===== src/rtl/synth_pkg.sv =====
// Shared types and helpers for the audio output path.
// The sample type tracks the default sample width; the I2S transmitter below is itself parameterised.
package synth_pkg;

  localparam int unsigned SAMPLE_W_DEF = 24;

  typedef logic signed [SAMPLE_W_DEF-1:0] sample_t;

  typedef enum logic {
    IDLE,
    SHIFT
  } i2s_state_e;

  // clk cycles per bclk half-period (integer division)
  function automatic int unsigned half_cycles(input int unsigned clk_freq,
                                              input int unsigned fs,
                                              input int unsigned slot_w);
    return clk_freq / (fs * 4 * slot_w);
  endfunction

endpackage


===== src/rtl/i2s_bit_timer.sv =====
// Half-period down-counter that generates the gated I2S bit clock.
// bit_end and rise flag the cycle just before bclk falls and rises, respectively.
module i2s_bit_timer #(
  parameter int unsigned HALF = 16
) (
  input  logic clk,
  input  logic rst,
  input  logic start,
  input  logic run,
  output logic bclk,
  output logic bit_end,
  output logic rise
);

  localparam int unsigned CNT_W = $clog2(HALF + 1);
  localparam logic [CNT_W-1:0] CNT_LOAD = CNT_W'(HALF - 1);

  logic [CNT_W-1:0] cnt_q, cnt_d;
  logic             bclk_q, bclk_d;
  logic             tc;

  assign tc = run && (cnt_q == '0);

  always_comb begin
    cnt_d  = cnt_q;
    bclk_d = bclk_q;
    if (start) begin
      cnt_d  = CNT_LOAD;
      bclk_d = 1'b0;
    end else if (tc) begin
      cnt_d  = CNT_LOAD;
      bclk_d = ~bclk_q;
    end else if (run) begin
      cnt_d = cnt_q - 1'b1;
    end
  end

  always_ff @(posedge clk) begin
    if (rst) begin
      cnt_q  <= CNT_LOAD;
      bclk_q <= 1'b0;
    end else begin
      cnt_q  <= cnt_d;
      bclk_q <= bclk_d;
    end
  end

  assign bclk    = bclk_q;
  assign bit_end = tc & bclk_q;
  assign rise    = tc & ~bclk_q;

endmodule


===== src/rtl/i2s_tx.sv =====
// I2S transmitter: latches one stereo pair per tick and shifts it out as a
// standard I2S frame (MSB first, one-bit delay) under a gated bit clock.
module i2s_tx
  import synth_pkg::*;
#(
  parameter int unsigned CLK_FREQ = 100000000,
  parameter int unsigned FS       = 48000,
  parameter int unsigned SAMPLE_W = 24,
  parameter int unsigned SLOT_W   = 32
) (
  input  logic                       clk,
  input  logic                       rst,
  input  logic                       tick,
  input  logic signed [SAMPLE_W-1:0] sample_l,
  input  logic signed [SAMPLE_W-1:0] sample_r,
  output logic                       sample_ack,
  output logic                       bclk,
  output logic                       lrclk,
  output logic                       sdata,
  output logic                       busy,
  output logic                       overrun
);

  localparam int unsigned HALF    = half_cycles(CLK_FREQ, FS, SLOT_W);
  localparam int unsigned FRAME_W = 2 * SLOT_W;
  localparam int unsigned BIT_W   = $clog2(FRAME_W);
  localparam int unsigned PAD_W   = SLOT_W - SAMPLE_W - 1;
  localparam logic [BIT_W-1:0] LAST_BIT  = BIT_W'(FRAME_W - 1);
  localparam logic [BIT_W-1:0] SLOT_LAST = BIT_W'(SLOT_W - 1);

  if (HALF < 1) begin : g_bad_half
    $error("i2s_tx: CLK_FREQ too low for FS and SLOT_W (HALF < 1)");
  end
  if (SLOT_W < SAMPLE_W + 1) begin : g_bad_slot
    $error("i2s_tx: SLOT_W must be at least SAMPLE_W + 1");
  end

  i2s_state_e         state_q, state_d;
  logic [BIT_W-1:0]   bit_cnt_q, bit_cnt_d;
  logic [FRAME_W-1:0] image_q, image_d;
  logic               ack_q, ack_d;
  logic               lrclk_q, lrclk_d;
  logic               sdata_q, sdata_d;
  logic               busy_q, busy_d;
  logic               overrun_q, overrun_d;

  logic               frame_start;
  logic               bit_end;
  logic               bclk_rise;
  logic [SLOT_W-1:0]  slot_l, slot_r;

  // Slot layout, MSB transmitted first: delay bit, sample, zero padding.
  assign slot_l = SLOT_W'({1'b0, sample_l}) << PAD_W;
  assign slot_r = SLOT_W'({1'b0, sample_r}) << PAD_W;

  i2s_bit_timer #(
    .HALF(HALF)
  ) u_bit_timer (
    .clk    (clk),
    .rst    (rst),
    .start  (frame_start),
    .run    (state_q == SHIFT),
    .bclk   (bclk),
    .bit_end(bit_end),
    .rise   (bclk_rise)
  );

  always_comb begin
    state_d     = state_q;
    bit_cnt_d   = bit_cnt_q;
    image_d     = image_q;
    ack_d       = 1'b0;
    lrclk_d     = lrclk_q;
    sdata_d     = sdata_q;
    busy_d      = busy_q;
    overrun_d   = overrun_q;
    frame_start = 1'b0;
    case (state_q)
      IDLE: begin
        if (tick) begin
          state_d     = SHIFT;
          frame_start = 1'b1;
          image_d     = {slot_l, slot_r};
          bit_cnt_d   = '0;
          ack_d       = 1'b1;
          busy_d      = 1'b1;
          lrclk_d     = 1'b0;
          sdata_d     = 1'b0;
        end
      end
      SHIFT: begin
        // A tick mid-frame, including the final cycle, is dropped and latched as overrun.
        if (tick) overrun_d = 1'b1;
        if (bit_end) begin
          if (bit_cnt_q == LAST_BIT) begin
            state_d = IDLE;
            busy_d  = 1'b0;
            lrclk_d = 1'b0;
            sdata_d = 1'b0;
          end else begin
            bit_cnt_d = bit_cnt_q + 1'b1;
            image_d   = image_q << 1;
            sdata_d   = image_q[FRAME_W-2];
            if (bit_cnt_q == SLOT_LAST) lrclk_d = 1'b1;
          end
        end
      end
      default: state_d = IDLE;
    endcase
  end

  always_ff @(posedge clk) begin
    if (rst) begin
      state_q   <= IDLE;
      bit_cnt_q <= '0;
      image_q   <= '0;
      ack_q     <= 1'b0;
      lrclk_q   <= 1'b0;
      sdata_q   <= 1'b0;
      busy_q    <= 1'b0;
      overrun_q <= 1'b0;
    end else begin
      state_q   <= state_d;
      bit_cnt_q <= bit_cnt_d;
      image_q   <= image_d;
      ack_q     <= ack_d;
      lrclk_q   <= lrclk_d;
      sdata_q   <= sdata_d;
      busy_q    <= busy_d;
      overrun_q <= overrun_d;
    end
  end

  // The timer may only announce a rising edge from the low phase of an active frame.
  a_rise_in_frame: assert property (@(posedge clk) disable iff (rst)
    bclk_rise |-> (state_q == SHIFT && !bclk));

  assign sample_ack = ack_q;
  assign lrclk      = lrclk_q;
  assign sdata      = sdata_q;
  assign busy       = busy_q;
  assign overrun    = overrun_q;

endmodule


===== config.mk =====
export PLATFORM = sky130hd
export DESIGN_NAME = i2s_tx
export DESIGN_NICKNAME = d
export VERILOG_FILES = /design/src/rtl/synth_pkg.sv /design/src/rtl/i2s_bit_timer.sv /design/src/rtl/i2s_tx.sv
export SDC_FILE = /design/constraint.sdc
export NUM_CORES = 1
export LEC_CHECK = 0
export CAP_MARGIN = 25
export CORE_MARGIN = 2
export CORE_UTILIZATION = 42
export DETAILED_ROUTE_END_ITERATION = 12
export PLACE_DENSITY = 0.66
export REMOVE_ABC_BUFFERS = 1
export SETUP_SLACK_MARGIN = 0.4
export SLEW_MARGIN = 20
export SYNTH_ARGS = -nofsm -noshare
export SYNTH_HDL_FRONTEND = slang
export SYNTH_SLANG_ARGS = --single-unit

===== constraint.sdc =====
create_clock -name clk -period 2.45 [get_ports clk]
set_clock_uncertainty 0.15 [all_clocks]
set_input_delay 0.6125 -clock clk [delete_from_list [all_inputs] [get_ports clk]]
set_output_delay 0.6125 -clock clk [all_outputs]
set_load 0.02 [all_outputs]

==> metrics.cfg, run 1 <==
[worst_setup_path]
end_kind = output pin
critPathLaunchType = flip-flop
regToRegStartpoint = u_bit_timer.cnt_q[0]$_SDFFE_PP1P_
rr_worst_depth = 7
r2r_end = bit_cnt_q[5]$_SDFFE_PP0P_
critPathSlowestCell = clkdlybuf4s50_1
slowest_delay_ps = 590
crit_chain = clkdlybuf4s50_1
crit_buf_inv = 1
r2r_slack_ps = 480
crit_arrival_ps = 1240
path_class = flip-flop to output pin
path_max_fanout = 1
worstPathRequired_ps = 1690
crit_family = buffers and inverters

[finish]
fill_cells = 753
multi_input_area_mm2 = 0.00195
n_antenna_cell = 0
final_nets = 459
seq_area_mm2 = 0.00149
drive_gt1_share_pct = 14.9
syn_to_final_growth_pct = 25.1

[synthesis]
yosys.cell_types.count = 41
yosys.area.top_type = dfxtp_1
ys_warn_count = 0
syn_area_mm2 = 0.00365
synth-edff-count = 0
synth_area_leaders = dfxtp_1 (41%), a211oi_1 (15%), mux2i_1 (13%)
synth_top_area_share_pct = 40.6
yosys.cell_count.top_type = a211oi_1
async_flop_share_pct = 0
netlist_instances = 368
synth-seq-cells = 74
synth-main-ff-cell = dfxtp_1
syn_avg_cell_area_um2 = 9.91
ys_seq_area_share_pct = 40.6
synthTopCellsByCount = a211oi_1 (75), dfxtp_1 (74), mux2i_1 (47), clkbuf_1 (23), a211oi_2 (19)

[clock_tree]
ctsHoldBuffers = 0
insertion_delay_ps = 340
cts.sinks = 74
cts_htree_levels = 3
cts_root_buffer = clkbuf_8
cts_made_buffers = 9
clk_pin_slew_worst_paths_ps = 70
cts_tree = built
clock_path_buffers = 2

[sta]
period_needed_ps = 2000
final-setup-viol-count = 0
worst_pin_slew_ps = 615
rsz0062_at_grt = true
setup_ws_ps = 451
fin_crit_sh_pct = 81.6
hold_violations = 0
holdWs_ps = 316
final.setup.tns_ps = 0
maxSlewHeadroom_pct = 59.0
max_freq_ghz = 0.500
drv_slew = 0

[global_routing]
grt_max_degree = 73
grt_first_pass_wirelength_mm = 14.3
gr-total-overflow = 0
antenna_found_initial = 0
grt_pass1_vias = 2919
grt_usage_pct = 17.9

[floorplanning]
row_count = 33
dieWidth_um = 97.2
start_util_pct = 43.9
ios = 57
die_y_um = 97.2
die-area_mm2 = 0.00944
core_mm2 = 0.00830

[run_status]
outcome = completed

[hold_path]
hold_end = overrun$_SDFFE_PP0P_
hold_path_class = flip-flop to flip-flop
hold_start = overrun$_SDFFE_PP0P_
hold_path_depth = 2

[power_and_ir_drop]
power_density_mw_per_mm2 = 593
power_leakage_nw = 1.56
irDropWorstVdd_mv = 0.320

[place]
dp_hpwl_mm = 5.12
dp_slack_ps = 236
io_buffers = 56
routabilityCongestion = 0.743

[routing]
antenna_left = 0
via_count = 3027
wl_per_cell_um = 16.5
dr.pass1.iters = 4
vias_per_cell = 5.88
drt_iter0_markers = 166
drt_drc_violations_left = 0
wirelength_mm = 8.50

[run]
cap_violations = 0

kinds of logic (layout without fill, tap and decap cells):
kind of cell | after synthesis | after routing | share of synthesized area (%)
flip-flops | 74 | 74 | 40.6
multiplexers | 47 | 47 | 12.9
buffers and inverters | 52 | 94 | 6.86
adder cells (fa/ha/maj) | 3 | 3 | 1.03
XOR/XNOR | 5 | 5 | 1.20
AO/OA/AOI/OAI | 136 | 136 | 29.2
AND/OR/NAND/NOR | 51 | 51 | 8.17
per-stage QoR:
step | instances | util, % | cell area (um^2) | total power, mW
after floorplan | 321 | - | 3410 | 1.61
after global placement | 497 | 52.2 | 4330 | 1.79
after detailed placement | 497 | 52.2 | 4330 | 1.80
after CTS | 514 | 54.6 | 4530 | 2.73
after global routing | 515 | 55.0 | 4560 | 2.83
final | 515 | 55.0 | 4560 | 2.70
power by group:
| part | total [mW] | internal (mW) | switching [mW] |
|---|---|---|---|
| Combinational | 0.456 | 0.235 | 0.221 |
| Sequential | 1.32 | 1.28 | 0.0397 |
| Clock | 0.929 | 0.473 | 0.456 |
| Total | 2.70 | 1.99 | 0.716 |
final cells by class:
cell class	count	share of cell area (%)
inverter	5	0.412
sequential	74	32.6
clock buffer	10	2.80
clock inverter	6	1.43
tap	105	2.88
timing repair buffer	73	17.2
multi-input combinational	242	42.7
sequential cells by signal (all words and copies together), names as in the netlist:
signal,cells
overrun,1
sample_ack,1
state_q,1
u_bit_timer.cnt_q,5
bit_cnt_q,6
sdata,1
busy,1
u_bit_timer.bclk,1
lrclk,1
image_q,56
timing repair:
item | in CTS | in global routing
setup buffers | 1 | 1
resized for setup | 4 | 9
endpoints found under the setup margin | 43 | 26
pin swaps | 1 | 1
cell usage in the layout, fill, tap and decap left out, types with 4 or more instances in the layout:
master,synthesis,layout
a211oi_1,75,75
dfxtp_1,74,73
clkdlybuf4s50_1,0,50
mux2i_1,47,47
a211oi_2,19,19
a21oi_1,16,16
o211ai_1,13,13
nand4_1,9,9
nand2_1,9,9
clkbuf_8,0,9
buf_12,0,8
buf_4,4,8
nand3_1,7,6
inv_1,5,5
o21ai_0,5,5
dlygate4sd2_1,0,4
worst max path at each step:
stage,from,to,slack (ps),depth (start not counted)
2_1_floorplan,state_q$_SDFF_PP0_,image_q[14]$_SDFFE_PP0P_,-2670,4
6_report,sample_ack$_SDFF_PP0_,sample_ack,450,1
5_1_grt,u_bit_timer.cnt_q[0]$_SDFFE_PP1P_,bit_cnt_q[5]$_SDFFE_PP0P_,370,7
3_5_place_dp,tick,image_q[48]$_SDFFE_PP0P_,240,5
4_1_cts,overrun$_SDFFE_PP0P_,overrun,400,1
3_3_place_gp,tick,u_bit_timer.cnt_q[4]$_SDFFE_PP0P_,250,4
layer usage:
layer	global-route usage, %	part of all wire [%]
met4	6.72	1.2
met3	2.73	2.6
met5	0	0
met2	28.6	47
met1	24.4	49
Power figures use the tool's default switching activity.
==> run 2: changes to the inputs <==
==> constraint.sdc (replaced) <==
create_clock -name clk -period 2.09 [get_ports clk]
set_clock_uncertainty 0.15 [all_clocks]
set_input_delay 0.5225 -clock clk [delete_from_list [all_inputs] [get_ports clk]]
set_output_delay 0.5225 -clock clk [all_outputs]
set_load 0.02 [all_outputs]
==> run 2 against run 1 <==
Against the previous run:
- final cell count grew 11%
- critical path depth grew 9
- flip-flop and latch count unchanged
- final area grew 26%
- wire length increased by 39%
- power grew 23%
- first-iteration DRC count increased by 1.8%
- register-to-register slack worse by 310 ps
- sequential power rose by 18%
==> metrics.cfg, run 2 (synthesized netlist as in run 1, its figures left out) <==
[finish]
final_nets = 518  ; +13%
layout_common_cells = dfxtp_1 (68), a211oi_2 (61), clkdlybuf4s50_1 (49)
post-route-util_pct = 69.2  ; +14 points
syn_to_final_growth_pct = 57.6
fin_area_mm2 = 0.00575  ; +26%
top_register = image_q
fill_cells = 566  ; -25%
largest_reg_flops = 56  ; unchanged
n_antenna_cell = 0  ; unchanged
top_regs = image_q: 56 flops, bit_cnt_q: 6 flops, u_bit_timer.cnt_q: 5 flops
final_common_cell = dfxtp_1
drive_gt1_share_pct = 40.7  ; +26 points

[worst_setup_path]
crit_arrival_ps = 2030  ; +790 ps
rr_worst_depth = 10  ; +3
crit_family = buffers and inverters
r2r_slack_ps = 170  ; -310 ps
path_max_fanout = 6  ; +5
end_kind = flip-flop
critPathSlowestCell = dfxtp_2
crit_path_frequent_cell = buf_6
r2r_end = image_q[57]$_SDFFE_PP0P_
crit_chain = inv_2 > ha_4 > and4bb_2 > nand2_4 > o21ai_4 > buf_6 > buf_6 > buf_12 > buf_16 > a211oi_4
path_class = flip-flop to flip-flop
regToRegStartpoint = u_bit_timer.cnt_q[0]$_SDFFE_PP1P_
slowest_delay_ps = 340  ; -250 ps
worstPathRequired_ps = 2200  ; +510 ps
crit_buf_inv = 5  ; +4
critPathLaunchType = flip-flop

[clock_tree]
cts.sinks = 74  ; unchanged
clock_path_buffers = 2  ; unchanged
cts_root_buffer = clkbuf_8
insertion_delay_ps = 350  ; about the same
clk_pin_slew_worst_paths_ps = 80  ; about the same
ctsHoldBuffers = 0  ; unchanged
cts_tree = built
cts_htree_levels = 3  ; unchanged
cts_made_buffers = 9  ; unchanged

[hold_path]
hold_end = lrclk$_SDFFE_PP0P_
hold_path_depth = 2  ; unchanged
hold_start = lrclk$_SDFFE_PP0P_
hold_path_class = flip-flop to flip-flop

[run_status]
outcome = completed

[power_and_ir_drop]
seqPwrFrac_pct = 46.7  ; -2.1 points
p_int_mw = 2.36  ; +19%
p_clk_share_pct = 30.9  ; -3.5 points
power_leakage_nw = 2.05  ; +32%
p_total_mw = 3.34  ; +23%
power_density_mw_per_mm2 = 581  ; -2.0%
switching_share_pct = 29.1  ; +2.6 points
irDropWorstVdd_mv = 0.396  ; +24%
power_frac_comb_pct = 22.4  ; +5.5 points
power.switching_uw = 972  ; +36%

[place]
place_area_mm2 = 0.00436  ; +0.64%
io_buffers = 56  ; unchanged
dp_slack_ps = 22.2  ; -214 ps
dp_hpwl_mm = 5.01  ; -2.1%
routabilityCongestion = 0.773  ; +4.1%

[floorplanning]
row_count = 33  ; unchanged
die_y_um = 97.2  ; unchanged
ios = 57  ; unchanged
core_mm2 = 0.00830  ; unchanged
start_util_pct = 43.9  ; unchanged
dieWidth_um = 97.2  ; unchanged
die-area_mm2 = 0.00944  ; unchanged

[global_routing]
grt_usage_pct = 24.9  ; +7.0 points
grt_first_pass_wirelength_mm = 19.1  ; +34%
gr-total-overflow = 0  ; unchanged
grt_max_degree = 59  ; -19%
grt_pass1_vias = 3665  ; +26%
antenna_found_initial = 0  ; unchanged

[routing]
antenna_left = 0  ; unchanged
wirelength_mm = 11.9  ; +39%
drt_iter0_markers = 169  ; +1.8%
wl_per_cell_um = 20.6  ; +25%
via_count = 3464  ; +14%
vias_per_cell = 6.03  ; +2.7%
drt_drc_violations_left = 0  ; unchanged
dr.pass1.iters = 4  ; unchanged

[run]
cap_violations = 0  ; unchanged

[sta]
rsz0062_at_grt = true
maxSlewHeadroom_pct = 74.4  ; +15 points
setup_ws_ps = 173  ; -278 ps
holdWs_ps = 324  ; +8.01 ps
fin_crit_sh_pct = 91.7
period_needed_ps = 1920
final-setup-viol-count = 0  ; unchanged
hold_violations = 0  ; unchanged
max_freq_ghz = 0.522
drv_slew = 0  ; unchanged
worst_pin_slew_ps = 385  ; -231 ps

[run 2: cell type report]
| type | count | area, um^2 | area share [%] |
|---|---|---|---|
| Clock buffer | 10 | 138 | 2.40 |
| Timing Repair Buffer | 131 | 1640 | 28.6 |
| Inverter | 5 | 18.8 | 0.327 |
| Sequential cell | 74 | 1490 | 26.0 |
| Clock inverter | 6 | 42.5 | 0.740 |
| Tap cell | 105 | 131 | 2.29 |
| Multi-Input combinational cell | 243 | 2280 | 39.7 |
[run 2: worst register-to-register path, stage by stage, from the launching register on]
cell	delay, ps
dfxtp_2	340
inv_2	50
ha_4	160
and4bb_2	260
nand2_4	110
o21ai_4	70
buf_6	130
buf_6	110
buf_12	130
buf_16	140
a211oi_4	190
[run 2: timing repair]
item                       4_1_cts  5_1_grt
resized for setup              103       28
cloned                          15        0
pin swaps                       58       15
setup endpoints to repair       72       75
setup buffers                   41        3
[run 2: worst max-delay path by stage]
stage / start / endpoint / slack (ps) / cells after the start
after global placement: tick / image_q[51]$_SDFFE_PP0P_ / 50 / 5
after global routing: u_bit_timer.cnt_q[0]$_SDFFE_PP1P_ / bit_cnt_q[5]$_SDFFE_PP0P_ / 120 / 7
after floorplan: state_q$_SDFF_PP0_ / image_q[14]$_SDFFE_PP0P_ / -3030 / 4
after detailed placement: tick / image_q[55]$_SDFFE_PP0P_ / 20 / 5
after CTS: u_bit_timer.cnt_q[0]$_SDFFE_PP1P_ / image_q[48]$_SDFFE_PP0P_ / 230 / 10
final: u_bit_timer.cnt_q[0]$_SDFFE_PP1P_ / image_q[57]$_SDFFE_PP0P_ / 170 / 10
[run 2: power by group through the flow]
stage	logic, mW	registers [mW]	clock network (mW)
after floorplan	0.278	1.60	0
after global placement	0.526	1.58	0
after detailed placement	0.537	1.58	0
after CTS	0.703	1.55	1.04
after global routing	0.791	1.57	1.11
final	0.747	1.56	1.03
[run 2: layer usage]
metal	wire [um]	vias to the layer above	global-route usage, %
met3	604	29	5.25
met2	6020	108	42.1
met5	0	-	0
met1	4900	1707	31.3
li1	-	1620	-
met4	332	0	9.10
[run 2: per-stage QoR]
step / instances / TNS, ps
after floorplan: 321 / -202250
after global placement: 499 / 0
after detailed placement: 499 / 0
after CTS: 571 / 0
after global routing: 574 / 0
final: 574 / 0
==> run 3: changes to the inputs <==
--- a/config.mk
+++ b/config.mk
@@ -9,6 +9,7 @@
 export CORE_MARGIN = 2
 export CORE_UTILIZATION = 42
 export DETAILED_ROUTE_END_ITERATION = 12
+export HOLD_SLACK_MARGIN = 0.03
 export PLACE_DENSITY = 0.66
 export REMOVE_ABC_BUFFERS = 1
 export SETUP_SLACK_MARGIN = 0.4
==> results of run 3 <==
The final DEF is identical to that of run 2; final timing and power are the same.
==> variant: new RTL, settings of run 2 <==
Make the reset (`rst`) asynchronous in 2 clocked blocks.
--- a/src/rtl/i2s_bit_timer.sv
+++ b/src/rtl/i2s_bit_timer.sv
@@ -35,7 +35,7 @@
     end
   end
 
-  always_ff @(posedge clk) begin
+  always_ff @(posedge clk or posedge rst) begin
     if (rst) begin
       cnt_q  <= CNT_LOAD;
       bclk_q <= 1'b0;
--- a/src/rtl/i2s_tx.sv
+++ b/src/rtl/i2s_tx.sv
@@ -109,7 +109,7 @@
     endcase
   end
 
-  always_ff @(posedge clk) begin
+  always_ff @(posedge clk or posedge rst) begin
     if (rst) begin
       state_q   <= IDLE;
       bit_cnt_q <= '0;
Function: differs if rst is asserted again (counterexample within 4 cycles, from zero or initial values and one cycle with rst high); with rst held inactive, the same outputs for 10 cycles.
==> variant against run 2 <==
Cell area fell by 9.8%; count of clock-buffer cells in the layout did not move; sequential cell count did not move; highest routed layer unchanged; synthesized area rose by 0.10%; setup slack got worse by 0.0040 ns; cell count fell by 5.9%; via count fell by 13%; worst hold slack got worse by 0.057 ns; fmax fell by 0.21%; non-clock buffer count fell by 37; critical endpoint is now image_q[54]; sequential share of layout area rose by 10 points; wire length fell by 17%; largest cell class is now flip-flops and latches.
Power is not compared: it rests on default switching activity, and its combinational part moved more than twofold at a synthesized area within 25%.
==> variant: results <==
run_status:
  status: "finished, final reports clean"
synth:
  yosys.area_share.xor_xnor_pct: 0
  synth_area_leaders: "dfrtp_1 (48%), mux2i_1 (13%), nand3_1 (8.4%), o21ai_2 (4.8%), o21ai_0 (4.3%)"
  async_flop_share_pct: 100
  ys_seq_area_share_pct: 50.9
  synth_compound_area_share_pct: 14.0
  synth_cell_types: 39
  synth_cells: 348
  synthTopCellsByCount: "dfrtp_1 (70), nand3_1 (61), mux2i_1 (47), o21ai_0 (31), nand2_1 (30)"
  synth.area.mux_share_pct: 12.9
  synth_adder_area_share_pct: 0.686
timing:
  slew_headroom_pct: 70.8
place:
  place_congestion: 0.781
  dpl.hpwl_mm: 5.14
  placed_area_um2: 4360
  dp.cells: 497
  place_ws_ns: 0.0502
worst_setup_path:
  crit_fanout: 12
  cp.arrival_ns: 1.99
  cp_slowest_cell: "dfstp_2"
  cp_top_family: "flip-flops"
  max_stage_delay_ns: 0.54
clock_network:
  cts.clk_slew.worst_paths_ns: 0.10
  insertion_delay_ns: 0.37
  cts.path.max_buffers: 2
  cts_resized: 46
  post_cts_buffers: 9
grt:
  antenna_found_initial: 0
  grt_usage_pct: 19.9
  grt_pass1_wl_mm: 15.1
  grt_max_degree: 62
  overflow: 0
power_and_ir_drop:
  p_leak_nw: 2.53
layout:
  finalNonFillerCells: 540
  reg_top3: "image_q: 56 flops, bit_cnt_q: 6 flops, u_bit_timer.cnt_q: 5 flops"
  drive_gt1_share_pct: 30.6
  nets: 480
min_path:
  hp-class: "in2async"
detailed_routing:
  first_iter_violations: 183
  wl_per_cell_um: 18.1
  vias: 2998
[variant: changes by cell type after synthesis, moves of 19 or more]
cell	run 2	this run
o21ai_2	1	20
nand3_1	7	61
o21ai_0	5	31
a211oi_2	19	0
nand2_1	9	30
dfxtp_1	74	0
dfrtp_1	0	70
a211oi_1	75	2
[variant: routing by layer]
| metal | vias up | GRT usage, % | routed length, um |
|---|---|---|---|
| met2 | 84 | 33.0 | 5080 |
| li1 | 1416 | - | - |
| met4 | 0 | 6.52 | 133 |
| met3 | 13 | 5.68 | 486 |
| met1 | 1485 | 25.3 | 4080 |
| met5 | - | 0 | 0 |
[variant: power by group through the flow]
stage	registers, mW	logic [mW]	clock network (mW)
2_1_floorplan	2.24	0.933	0
3_3_place_gp	2.28	1.32	0
3_5_place_dp	2.30	1.36	0
4_1_cts	2.27	1.66	1.09
5_1_grt	2.36	2.14	1.16
6_report	2.31	1.93	1.07
[variant: worst paths after layout]
path | cells past startpoint | startpoint | endpoint | slack [ns]
setup / recovery | 8 | u_bit_timer.cnt_q[0] | image_q[54] | 0.17
max in group asynchronous | 3 | rst | u_bit_timer.cnt_q[0] | 0.96
hold / removal | 2 | rst | image_q[38] | 0.27
hold reg to reg | 2 | image_q[35] | image_q[36] | 0.31
min in group clk | 2 | image_q[35] | image_q[36] | 0.31
setup reg to reg | 8 | u_bit_timer.cnt_q[0] | image_q[54] | 0.17
[variant: layout make-up]
| cell class | count | area (um^2) |
|---|---|---|
| clock inverter | 6 | 47.5 |
| inverter | 7 | 27.5 |
| tap | 108 | 135 |
| multi-input combinational | 241 | 1840 |
| sequential | 74 | 1860 |
| fill | 707 | 3410 |
| clock buffer | 10 | 138 |
| timing repair buffer | 94 | 1130 |
